$ cat config.mk
export PLATFORM = sky130hd
export DESIGN_NAME = display_scan_decoder
export DESIGN_NICKNAME = d
export VERILOG_FILES = /design/src/rtl/disp_pkg.sv /design/src/rtl/seg2hex_lut.sv /design/src/rtl/display_scan_decoder.sv
export SDC_FILE = /design/constraint.sdc
export NUM_CORES = 1
export LEC_CHECK = 0
export ABC_CLOCK_PERIOD_IN_PS = 2200
export CORE_MARGIN = 2
export CORE_UTILIZATION = 47
export DETAILED_ROUTE_END_ITERATION = 10
export PLACE_DENSITY = 0.78
export SLEW_MARGIN = 25
export SYNTH_ARGS = -nofsm -noshare
export SYNTH_HDL_FRONTEND = slang
export SYNTH_SLANG_ARGS = --single-unit
$ cat constraint.sdc
create_clock -name clk5 -period 2.2 [get_ports clk5]
set_input_delay 0.22 -clock clk5 [delete_from_list [all_inputs] [get_ports clk5]]
set_output_delay 0.22 -clock clk5 [all_outputs]
set_load 0.03 [all_outputs]
$ cat src/rtl/disp_pkg.sv
`default_nettype none
// ============================================================================
// Module      : disp_pkg
// Description : Shared 7-segment glyph table and inverse decode helper for the
//               display scan path.
// Revision    : 1.0  initial release
// ============================================================================
package disp_pkg;

    localparam int         NUM_DIGITS = 4;
    localparam logic [7:0] DIGIT_IDLE = 8'hFF;

    typedef struct packed {
        logic       hit;
        logic [3:0] nibble;
    } seg_dec_t;

    // Active-high pattern, bit6 = segment a ... bit0 = segment g.
    function automatic logic [6:0] hex2seg(input logic [3:0] nib);
        logic [6:0] pat;
        case (nib)
            4'h0: pat = 7'h7E;
            4'h1: pat = 7'h30;
            4'h2: pat = 7'h6D;
            4'h3: pat = 7'h79;
            4'h4: pat = 7'h33;
            4'h5: pat = 7'h5B;
            4'h6: pat = 7'h5F;
            4'h7: pat = 7'h70;
            4'h8: pat = 7'h7F;
            4'h9: pat = 7'h7B;
            4'hA: pat = 7'h77;
            4'hB: pat = 7'h1F;
            4'hC: pat = 7'h4E;
            4'hD: pat = 7'h3D;
            4'hE: pat = 7'h4F;
            default: pat = 7'h47;
        endcase
        return pat;
    endfunction

    function automatic seg_dec_t seg2hex(input logic [6:0] pat);
        seg_dec_t res;
        res = '0;
        for (int i = 0; i < 16; i++) begin
            if (hex2seg(4'(i)) == pat) begin
                res.hit    = 1'b1;
                res.nibble = 4'(i);
            end
        end
        return res;
    endfunction

endpackage
`default_nettype wire

$ cat src/rtl/seg2hex_lut.sv
`default_nettype none
// ============================================================================
// Module      : seg2hex_lut
// Description : Combinational inverse glyph lookup, pattern -> {hit,nibble}.
// Revision    : 1.0  initial release
// ============================================================================
module seg2hex_lut
    import disp_pkg::*;
(
    input  logic [6:0] pattern,
    output seg_dec_t   result
);

    assign result = seg2hex(pattern);

endmodule
`default_nettype wire

$ cat src/rtl/display_scan_decoder.sv
`default_nettype none
// ============================================================================
// Module      : display_scan_decoder
// Description : Rebuilds value and point markers from a multiplexed,
//               active-low 7-segment scan bus; flags bad glyphs and lost scan.
// Revision    : 1.0  initial release
// ============================================================================
module display_scan_decoder
    import disp_pkg::*;
#(
    parameter int SETTLE  = 16,
    parameter int TIMEOUT = 16384
) (
    input  logic        clk5,
    input  logic        reset,
    input  logic [7:0]  digit,
    input  logic [7:0]  segment,
    output logic [15:0] dispValOut,
    output logic [3:0]  pointOut,
    output logic        frameValid,
    output logic        frameChanged,
    output logic        decodeErr,
    output logic        scanLost
);

    localparam int c_SET_W = $clog2(SETTLE + 1);
    localparam int c_TO_W  = $clog2(TIMEOUT + 1);

    logic [7:0]            r_digit;
    logic [c_SET_W-1:0]    r_settle_cnt;
    logic [c_TO_W-1:0]     r_timeout_cnt;
    logic [15:0]           r_shadow_val;
    logic [NUM_DIGITS-1:0] r_shadow_pt;
    logic [NUM_DIGITS-1:0] r_seen;
    logic [15:0]           r_disp_val;
    logic [NUM_DIGITS-1:0] r_point;
    logic                  r_frame_valid;
    logic                  r_frame_changed;
    logic                  r_decode_err;

    logic                  w_digit_valid;
    logic [1:0]            w_index;
    logic                  w_stable;
    logic                  w_sample;
    logic                  w_accept;
    seg_dec_t              w_dec;

    seg2hex_lut u_lut (
        .pattern (~segment[7:1]),
        .result  (w_dec)
    );

    // Exactly one low enable among the four used bits qualifies a digit.
    always_comb begin
        w_digit_valid = 1'b0;
        w_index       = 2'd0;
        if (digit[7:4] == DIGIT_IDLE[7:4]) begin
            case (digit[3:0])
                4'b1110: begin w_digit_valid = 1'b1; w_index = 2'd0; end
                4'b1101: begin w_digit_valid = 1'b1; w_index = 2'd1; end
                4'b1011: begin w_digit_valid = 1'b1; w_index = 2'd2; end
                4'b0111: begin w_digit_valid = 1'b1; w_index = 2'd3; end
                default: begin w_digit_valid = 1'b0; w_index = 2'd0; end
            endcase
        end
    end

    assign w_stable = (digit == r_digit);
    // Fires on the single edge where the settle count climbs to SETTLE.
    assign w_sample = w_stable && w_digit_valid &&
                      (r_settle_cnt == c_SET_W'(SETTLE - 1));
    assign w_accept = w_sample && w_dec.hit;

    always_ff @(posedge clk5) begin
        if (reset) begin
            r_digit         <= '0;
            r_settle_cnt    <= '0;
            r_timeout_cnt   <= '0;
            r_shadow_val    <= '0;
            r_shadow_pt     <= '0;
            r_seen          <= '0;
            r_disp_val      <= '0;
            r_point         <= '0;
            r_frame_valid   <= 1'b0;
            r_frame_changed <= 1'b0;
            r_decode_err    <= 1'b0;
        end else begin
            r_digit <= digit;
            if (!w_stable)
                r_settle_cnt <= '0;
            else if (r_settle_cnt != c_SET_W'(SETTLE))
                r_settle_cnt <= r_settle_cnt + c_SET_W'(1);

            r_decode_err    <= w_sample && !w_dec.hit;
            r_frame_valid   <= 1'b0;
            r_frame_changed <= 1'b0;

            if (w_accept) begin
                r_shadow_val[{w_index, 2'b00} +: 4] <= w_dec.nibble;
                r_shadow_pt[w_index]                <= ~segment[0];
            end

            // A full seen mask publishes the shadow and starts a new frame.
            if (r_seen == '1) begin
                r_disp_val      <= r_shadow_val;
                r_point         <= r_shadow_pt;
                r_frame_valid   <= 1'b1;
                r_frame_changed <= ({r_shadow_val, r_shadow_pt} != {r_disp_val, r_point});
                r_seen          <= w_accept ? (NUM_DIGITS'(1) << w_index) : '0;
            end else if (w_accept) begin
                r_seen[w_index] <= 1'b1;
            end

            if (w_accept)
                r_timeout_cnt <= '0;
            else if (r_timeout_cnt != c_TO_W'(TIMEOUT))
                r_timeout_cnt <= r_timeout_cnt + c_TO_W'(1);
        end
    end

    assign dispValOut   = r_disp_val;
    assign pointOut     = r_point;
    assign frameValid   = r_frame_valid;
    assign frameChanged = r_frame_changed;
    assign decodeErr    = r_decode_err;
    assign scanLost     = (r_timeout_cnt == c_TO_W'(TIMEOUT));

endmodule
`default_nettype wire
After elaboration in Yosys (flattened, before gate mapping)
Index checks and enable logic that the tools add are counted.
{"block": "word_totals", "register_bits": 75, "wordCells": 91}
{"block": "classes", "n_mux": 28, "magnitude_cmp": 2, "n_shift": 3, "n_reduce_logical": 11, "n_eq_ne": 28, "bitwise": 5, "add_sub_neg": 3}
{"operator": "$eq A7 B7 Y1 const A", "count": 12}
{"operator": "$mux W5", "count": 16}
{"operator": "$eq A6 B7 Y1 const A", "count": 3}
{"operator": "$eq A4 B4 Y1 const B", "count": 5}
{"operator": "$ne A20 B20 Y1", "count": 1}
{"operator": "$bwmux W16", "count": 1}
{"operator": "$shift A4 B6 Y16 const A", "count": 1}
{"operator": "$shiftx A4 B6 Y16", "count": 1}
{"operator": "$add A15 B1 Y15 const B", "count": 1}
{"operator": "$eq A15 B15 Y1 const B", "count": 1}
{"operator": "$ne A15 B15 Y1 const B", "count": 1}
{"operator": "$mux W4", "count": 3}
{"operator": "$eq A8 B8 Y1", "count": 1}
{"operator": "$eq A5 B7 Y1 const A", "count": 1}
{"operator": "$not A7 Y7", "count": 1}
{"operator": "$neg A4 Y6", "count": 1}
{"operator": "$pmux W2 S3", "count": 1}
{"operator": "$reduce_or A2 Y1", "count": 3}
{"operator": "$add A5 B1 Y5 const B", "count": 1}
{"operator": "$eq A5 B4 Y1 const B", "count": 1}
{"operator": "$logic_and A1 B1 Y1", "count": 5}
{"operator": "$ne A5 B5 Y1 const B", "count": 1}
{"operator": "$bwmux W4", "count": 1}
{"operator": "$eq A4 B3 Y1 const B", "count": 1}
{"operator": "11 further kinds", "count": 16}

Longest topological paths before layout
Gate-level depths: netlist of run 1.
{"block": "logic_depth", "ltp_word": 21, "mapped_depth": 9, "depth_no_buf": 7}

Cells and area by module
From an unflattened synthesis of run 1, not the netlist that was laid out.
{"block": "hier_totals", "hier_cells": 454, "area_unflattened_um2": 4012.6}
{"module": "display_scan_decoder", "area_each_um2": 3644.7, "instances": 1, "cells_per_inst": 404}
{"module": "seg2hex_lut", "area_each_um2": 367.9, "instances": 1, "cells_per_inst": 50}

Worst setup path before layout of run 1
Ideal clock, no wire load.
{"block": "synth_timing", "path_kind": "in2reg", "start": "input segment[5]", "end": "register r_timeout_cnt[14]", "path_slack_ns": 0.309, "setup_ns": 0.115, "arrival_ns": 1.777, "cell_stages": 9, "cell_sequence": "buf_2 > nand3b_1 > a2111oi_0 > a311o_1 > or3b_1 > buf_2 > a21o_1 > buf_6 > nor2_1"}
{"block": "synth_via", "elab_chain_cells": 20, "elab_cells_between_ends": 35, "classes_between": "eq/ne: 16; mux: 16; bitwise: 1; reduce/logical: 2"}
{"item": "start: declaration", "line_no": "display_scan_decoder.sv:17", "rtl": "input logic [7:0] segment,"}
{"item": "$not A7 Y7 *", "line_no": "display_scan_decoder.sv:49", "rtl": ".pattern (~segment[7:1]),"}
{"item": "$eq A7 B7 Y1", "line_no": "disp_pkg.sv:46", "rtl": "if (hex2seg(4'(i)) == pat) begin"}
{"item": "$mux W5 (15 in a row)", "line_no": "disp_pkg.sv:46"}
{"item": "$mux W5 *", "line_no": "disp_pkg.sv:46"}
{"item": "$logic_and A1 B1 Y1 *", "line_no": "display_scan_decoder.sv:72", "rtl": "assign w_accept = w_sample && w_dec.hit;"}
{"item": "$reduce_or A2 Y1 (no source line) *"}
{"item": "end signal: assignment", "line_no": "display_scan_decoder.sv:117", "rtl": "r_timeout_cnt <= r_timeout_cnt + c_TO_W'(1);"}
{"item": "end: declaration", "line_no": "display_scan_decoder.sv:31", "rtl": "logic [c_TO_W-1:0] r_timeout_cnt;"}
Every way passes the cells marked *; elsewhere a longest branch is shown, timed or not.
A chain may end at the register's enable or synchronous reset.

Final worst setup path of run 1
{"block": "layout_timing", "start": "input segment[4]", "end": "register r_shadow_pt[0]"}
{"block": "layout_via", "elab_chain_cells": 19, "elab_cells_between_ends": 34, "classes_between": "eq/ne: 16; mux: 16; bitwise: 1; reduce/logical: 1"}
{"item": "$not A7 Y7 *", "line_no": "display_scan_decoder.sv:49"}
{"item": "$eq A7 B7 Y1", "line_no": "disp_pkg.sv:46"}
{"item": "$mux W5 (15 in a row)", "line_no": "disp_pkg.sv:46"}
{"item": "$mux W5 *", "line_no": "disp_pkg.sv:46"}
{"item": "$logic_and A1 B1 Y1 *", "line_no": "display_scan_decoder.sv:72"}
{"item": "end signal: indexed assignment", "line_no": "display_scan_decoder.sv:100", "rtl": "r_shadow_pt[w_index] <= ~segment[0];"}
{"item": "end: declaration", "line_no": "display_scan_decoder.sv:33", "rtl": "logic [NUM_DIGITS-1:0] r_shadow_pt;"}
Marks and branches as above.

==> results by stage, run 1 <==
Outcome:
- The run finished with clean final reports.

Logic synthesis:
- After synthesis, the largest family of logic cells by area is simple AND/OR/NAND/NOR gates.
- Counting every instance in the synthesized netlist gives 411.
- Yosys mapped a number of flops with a built-in enable equal to 0.
- Yosys mapped the design onto 47 distinct sky130hd cell types.
- The netlist area before placement is 3590 um2.
- The share of Yosys cell area claimed by the top area cell type is 41.8%.
- After Yosys synthesis, XOR and XNOR cells account for 11.2% of the synthesized area.
- The largest total area in the synthesized netlist belongs to sky130_fd_sc_hd__dfxtp_1.
- Of the total synthesized cell area, the portion taken by full adders, half adders and majority gates is 4.18%.
- Of the synthesized area, sequential elements account for 41.8%.
- The synthesized netlist devotes 23.2% of its cell area to simple gates.
- The fraction of the mapped netlist area in compound gates is between 10% and 20%.
- The share of synthesized area spent on multiplexers is a little under 2%.
- After synthesis, the cell types taking the most area are sky130_fd_sc_hd__dfxtp_1 42%, sky130_fd_sc_hd__xor2_1 7.1%, sky130_fd_sc_hd__nand2_1 6.2%, sky130_fd_sc_hd__ha_1 4.2%, sky130_fd_sc_hd__xnor2_1 4.1%.
- The post-synthesis area per instance is 8.75 um2.
- When the netlist entered floorplanning its net count stood at approximately 440.
- In the synthesized netlist the dominant register cell turns out to be sky130_fd_sc_hd__dfxtp_1.
- Synthesis inferred 75 register bits.
- The yosys synthesis warning count is 0.
- In the synthesized netlist the async set-or-reset flop fraction comes to 0%.

Global route:
- The first-pass GRT wire length is approximately 13000 um.
- The via count of the first global-routing pass is 2894.
- The global-route met2 utilization is 32.9%.
- The number of antenna violations at the first check in global routing was 0.
- Entering global routing, the biggest net connects 26 pins.
- The most utilized layer in the global route result is met2.
- The total overflow left after global routing is 0.
- The met3 usage in global routing is under 10%.
- The total routing usage reported by global routing is about a fifth.
- The met1 layer usage reported by global route is approximately a quarter.

Timing:
- The setup TNS is 0 ps.
- The final clock period utilization by the worst path is 96.3%.
- The final number of max-transition violations was 0.
- The slew at the pin closest to its max-slew limit is 755 ps.
- The count of endpoints failing setup in the final report is 0.
- The total count of hold-check failures in the final report is 0.
- The worst setup skew after layout is 7.23 ps.
- Setup repair after global routing left no endpoint under its margin.
- Measured against its own limit, the worst slew margin works out to 49.6%.
- The worst path in the final design needs a cycle of 2120 ps, including I/O delays and setup.
- Derived from the worst setup path, the maximum achievable clock frequency is 472 MHz.

Clock network:
- The number of CTS-inserted buffers is 9.
- In this run the deepest clock path goes through 2 buffers.
- The clock latency at the later pin of the worst-skew pair is 350 ps.
- The number of hold buffers added after CTS is 0.
- The H-tree generated during clock tree synthesis spans 3 levels.
- TritonCTS built the clock tree.
- Clock-pin slew was measured on the worst setup and hold paths at around 80 ps.
- CTS saw between 70 and 80 sinks.
- The master cell of the clock root buffer is sky130_fd_sc_hd__clkbuf_8.

Floorplan:
- The die is 91.5 um tall.
- The I/O pin count is 42.
- The die covers about 8400 um2.
- For this configuration, the core starts out at a cell density of 49.0%.
- The floorplan row count is 31.
- The core outline area is 7330 um2.
- The horizontal extent of the die is 91.5 um.

Worst setup path:
- The arrival time at the worst endpoint is 2400 ps.
- In this design, the stage delay of the slowest critical-path cell is 580 ps.
- The largest driver fanout on the critical path is 11.
- Among cell families on the critical path, the largest total delay comes from buffers and inverters.
- The critical path goes through clkdlybuf4s50_1 > a2111oi_0 > buf_4 > a311o_1 > or3b_4 > buf_4 > a41o_1 > a21oi_1.
- The worst path buffer plus inverter count is 3.
- On the critical path, the stage with the largest delay is an instance of sky130_fd_sc_hd__clkdlybuf4s50_1.
- STA puts the critical path data required time at 2480 ps.
- Among the stages of the critical path, the cell type that occurs most often is sky130_fd_sc_hd__buf_4.
- STA classifies the critical path startpoint as an input pin.
- The endpoint type of the worst setup path is a flop.
- The startpoint-to-endpoint class of the critical path is input pin to flop.

Flow run:
- Across the run, the number of max-cap violations was 0.

Route:
- The final layout contains routed wiring with a total length of 8060 um.
- In the final routed layout, each cell accounts on average for 13.7 um.
- The vias after detailed routing is 3097.
- For this block, the initial DRC count from the detailed router was 157.
- The final antenna-violating net count is 0.
- The first-pass detailed-route iteration total is 4.
- After detailed routing, the number of remaining DRC violations is 0.
- The post-detailed-route via-to-cell ratio is 5.28.

Placement:
- Summing all placed instances gives a cell area of 4340 um2.
- The congestion estimate from routability-driven global placement came to 0.801.
- The HPWL after detailed placement is 5870 um.
- Buffers placed on the I/O ports in this run total 41.

Power:
- The largest vdd supply drop is 0.257 mV.
- Total power for the finished layout comes to approximately 2.7 mW.
- Dividing total power by cell area gives a power density of between 500 and 600 nW/um2.
- In this run the static leakage power is 1.78 nW.

Hold path:
- The min-delay analysis places its worst path in the category flop to flop.

Final layout:
- Relative to the synthesized area, the layout overhead comes to 27.5%.
- The post-layout net count is 512.
- The repair_antennas step left the layout with diodes totalling 0.
- The proportion of layout cells with a drive suffix above 1 is approximately an eighth.
- After routing the design area is 4580 um2.
## worst reg2reg max path, delay by kind of cell, from the launching register on
family                    cells  cell delay [ps]
AOI/OAI and AO/OA             3              360
xor gates and xnor gates      1              150
buffers and inverters         3              520
DFF                           1              310
and+or+nand+nor               2              460
## layout by cell type (no fill, tap or decap), drive strengths merged, types with 4 or more instances in the layout
master,Yosys,layout
dfxtp,75,75
nand2,59,59
buf,10,42
clkdlybuf4s50,0,39
nor2,36,36
xor2,29,29
a21oi,27,27
xnor2,17,17
nand3,14,14
o2bb2ai,12,12
ha,12,12
inv,11,12
clkbuf,13,10
nand4,9,9
a31oi,9,9
nor2b,9,9
mux2i,6,6
nor4,6,6
nor4b,5,5
o21ai,4,4
a32oi,4,4
nor3,4,4
nand2b,4,4
a41o,4,4
## flip-flops by register name, indices dropped and copies added, names as in the netlist
signal,cells
decodeErr,1
frameChanged,1
r_digit,8
r_seen,4
frameValid,1
r_shadow_val,16
r_timeout_cnt,15
r_shadow_pt,4
dispValOut,16
r_settle_cnt,5
pointOut,4
## stage by stage
| stage | worst slack (ps) | hold WS, ps | cells | utilization, % |
|---|---|---|---|---|
| 6_report | 81.4 | 473 | 586 | 62.5 |
| 5_1_grt | 3.84 | 498 | 586 | 62.5 |
| 4_1_cts | 23.6 | 473 | 586 | 62.2 |
| 3_5_place_dp | -316 | 461 | 570 | 59.2 |
| 3_3_place_gp | -282 | 460 | 570 | 59.2 |
| 2_1_floorplan | 309 | 348 | 411 | - |
## final timing paths
check	end	slack (ps)	from	cells after the start
max	r_shadow_pt[0]	80	segment[4]	8
min	r_shadow_pt[0]	470	r_shadow_pt[0]	2
max reg2reg	r_shadow_pt[0]	290	r_digit[7]	9
min reg2reg	r_shadow_pt[0]	470	r_shadow_pt[0]	2
## report_power, final
group	leakage, nW	switching (mW)	internal [mW]	total, mW
clock network	0.103	0.503	0.641	1.14
logic	1.07	0.105	0.111	0.216
registers	0.607	0.00836	1.37	1.38
## metal layers
layer  part of all wire, %  vias up
met5                     0        -
met4                   1.6        0
met3                   4.5       10
met1                    46     1449
li1                      -     1569
met2                    48       69
## final cells by class
type / count / area (um2)
tap: 99 / 124
multi-input combinational: 302 / 1960
sequential: 75 / 1500
inverter: 11 / 41.3
clock buffer: 10 / 128
timing repair buffer: 83 / 741
fill: 603 / 2750
clock inverter: 6 / 88.8
## kinds of logic after synthesis
| family | after synthesis |
|---|---|
| flops | 75 |
| fa+ha+maj | 12 |
| simple gates | 167 |
| buf+inv | 34 |
| xor+xnor | 46 |
| compound gates | 70 |
| mux | 7 |
## cells in the mapped netlist (all sizes together), types with 5 or more instances
| cell | count |
|---|---|
| a21oi | 27 |
| a31oi | 9 |
| buf | 10 |
| clkbuf | 13 |
| dfxtp | 75 |
| ha | 12 |
| inv | 11 |
| mux2i | 6 |
| nand2 | 59 |
| nand3 | 14 |
| nand4 | 9 |
| nor2 | 36 |
| nor2b | 9 |
| nor4 | 6 |
| nor4b | 5 |
| o2bb2ai | 12 |
| xnor2 | 17 |
| xor2 | 29 |
## what timing repair did
action | CTS | global route
buffers inserted | 0 | 0
gates resized for setup | 1 | 6
endpoints found under the setup margin | 1 | 41
hold endpoints to repair | 0 | 0
Power figures use the tool's default switching activity.
==> inputs of run 2 (changes only) <==
Settings changed: CAP_MARGIN set to 20, SLEW_MARGIN 25 to unset.
==> results of run 2 <==
No change in the layout: final DEF, timing and power equal those of run 1.
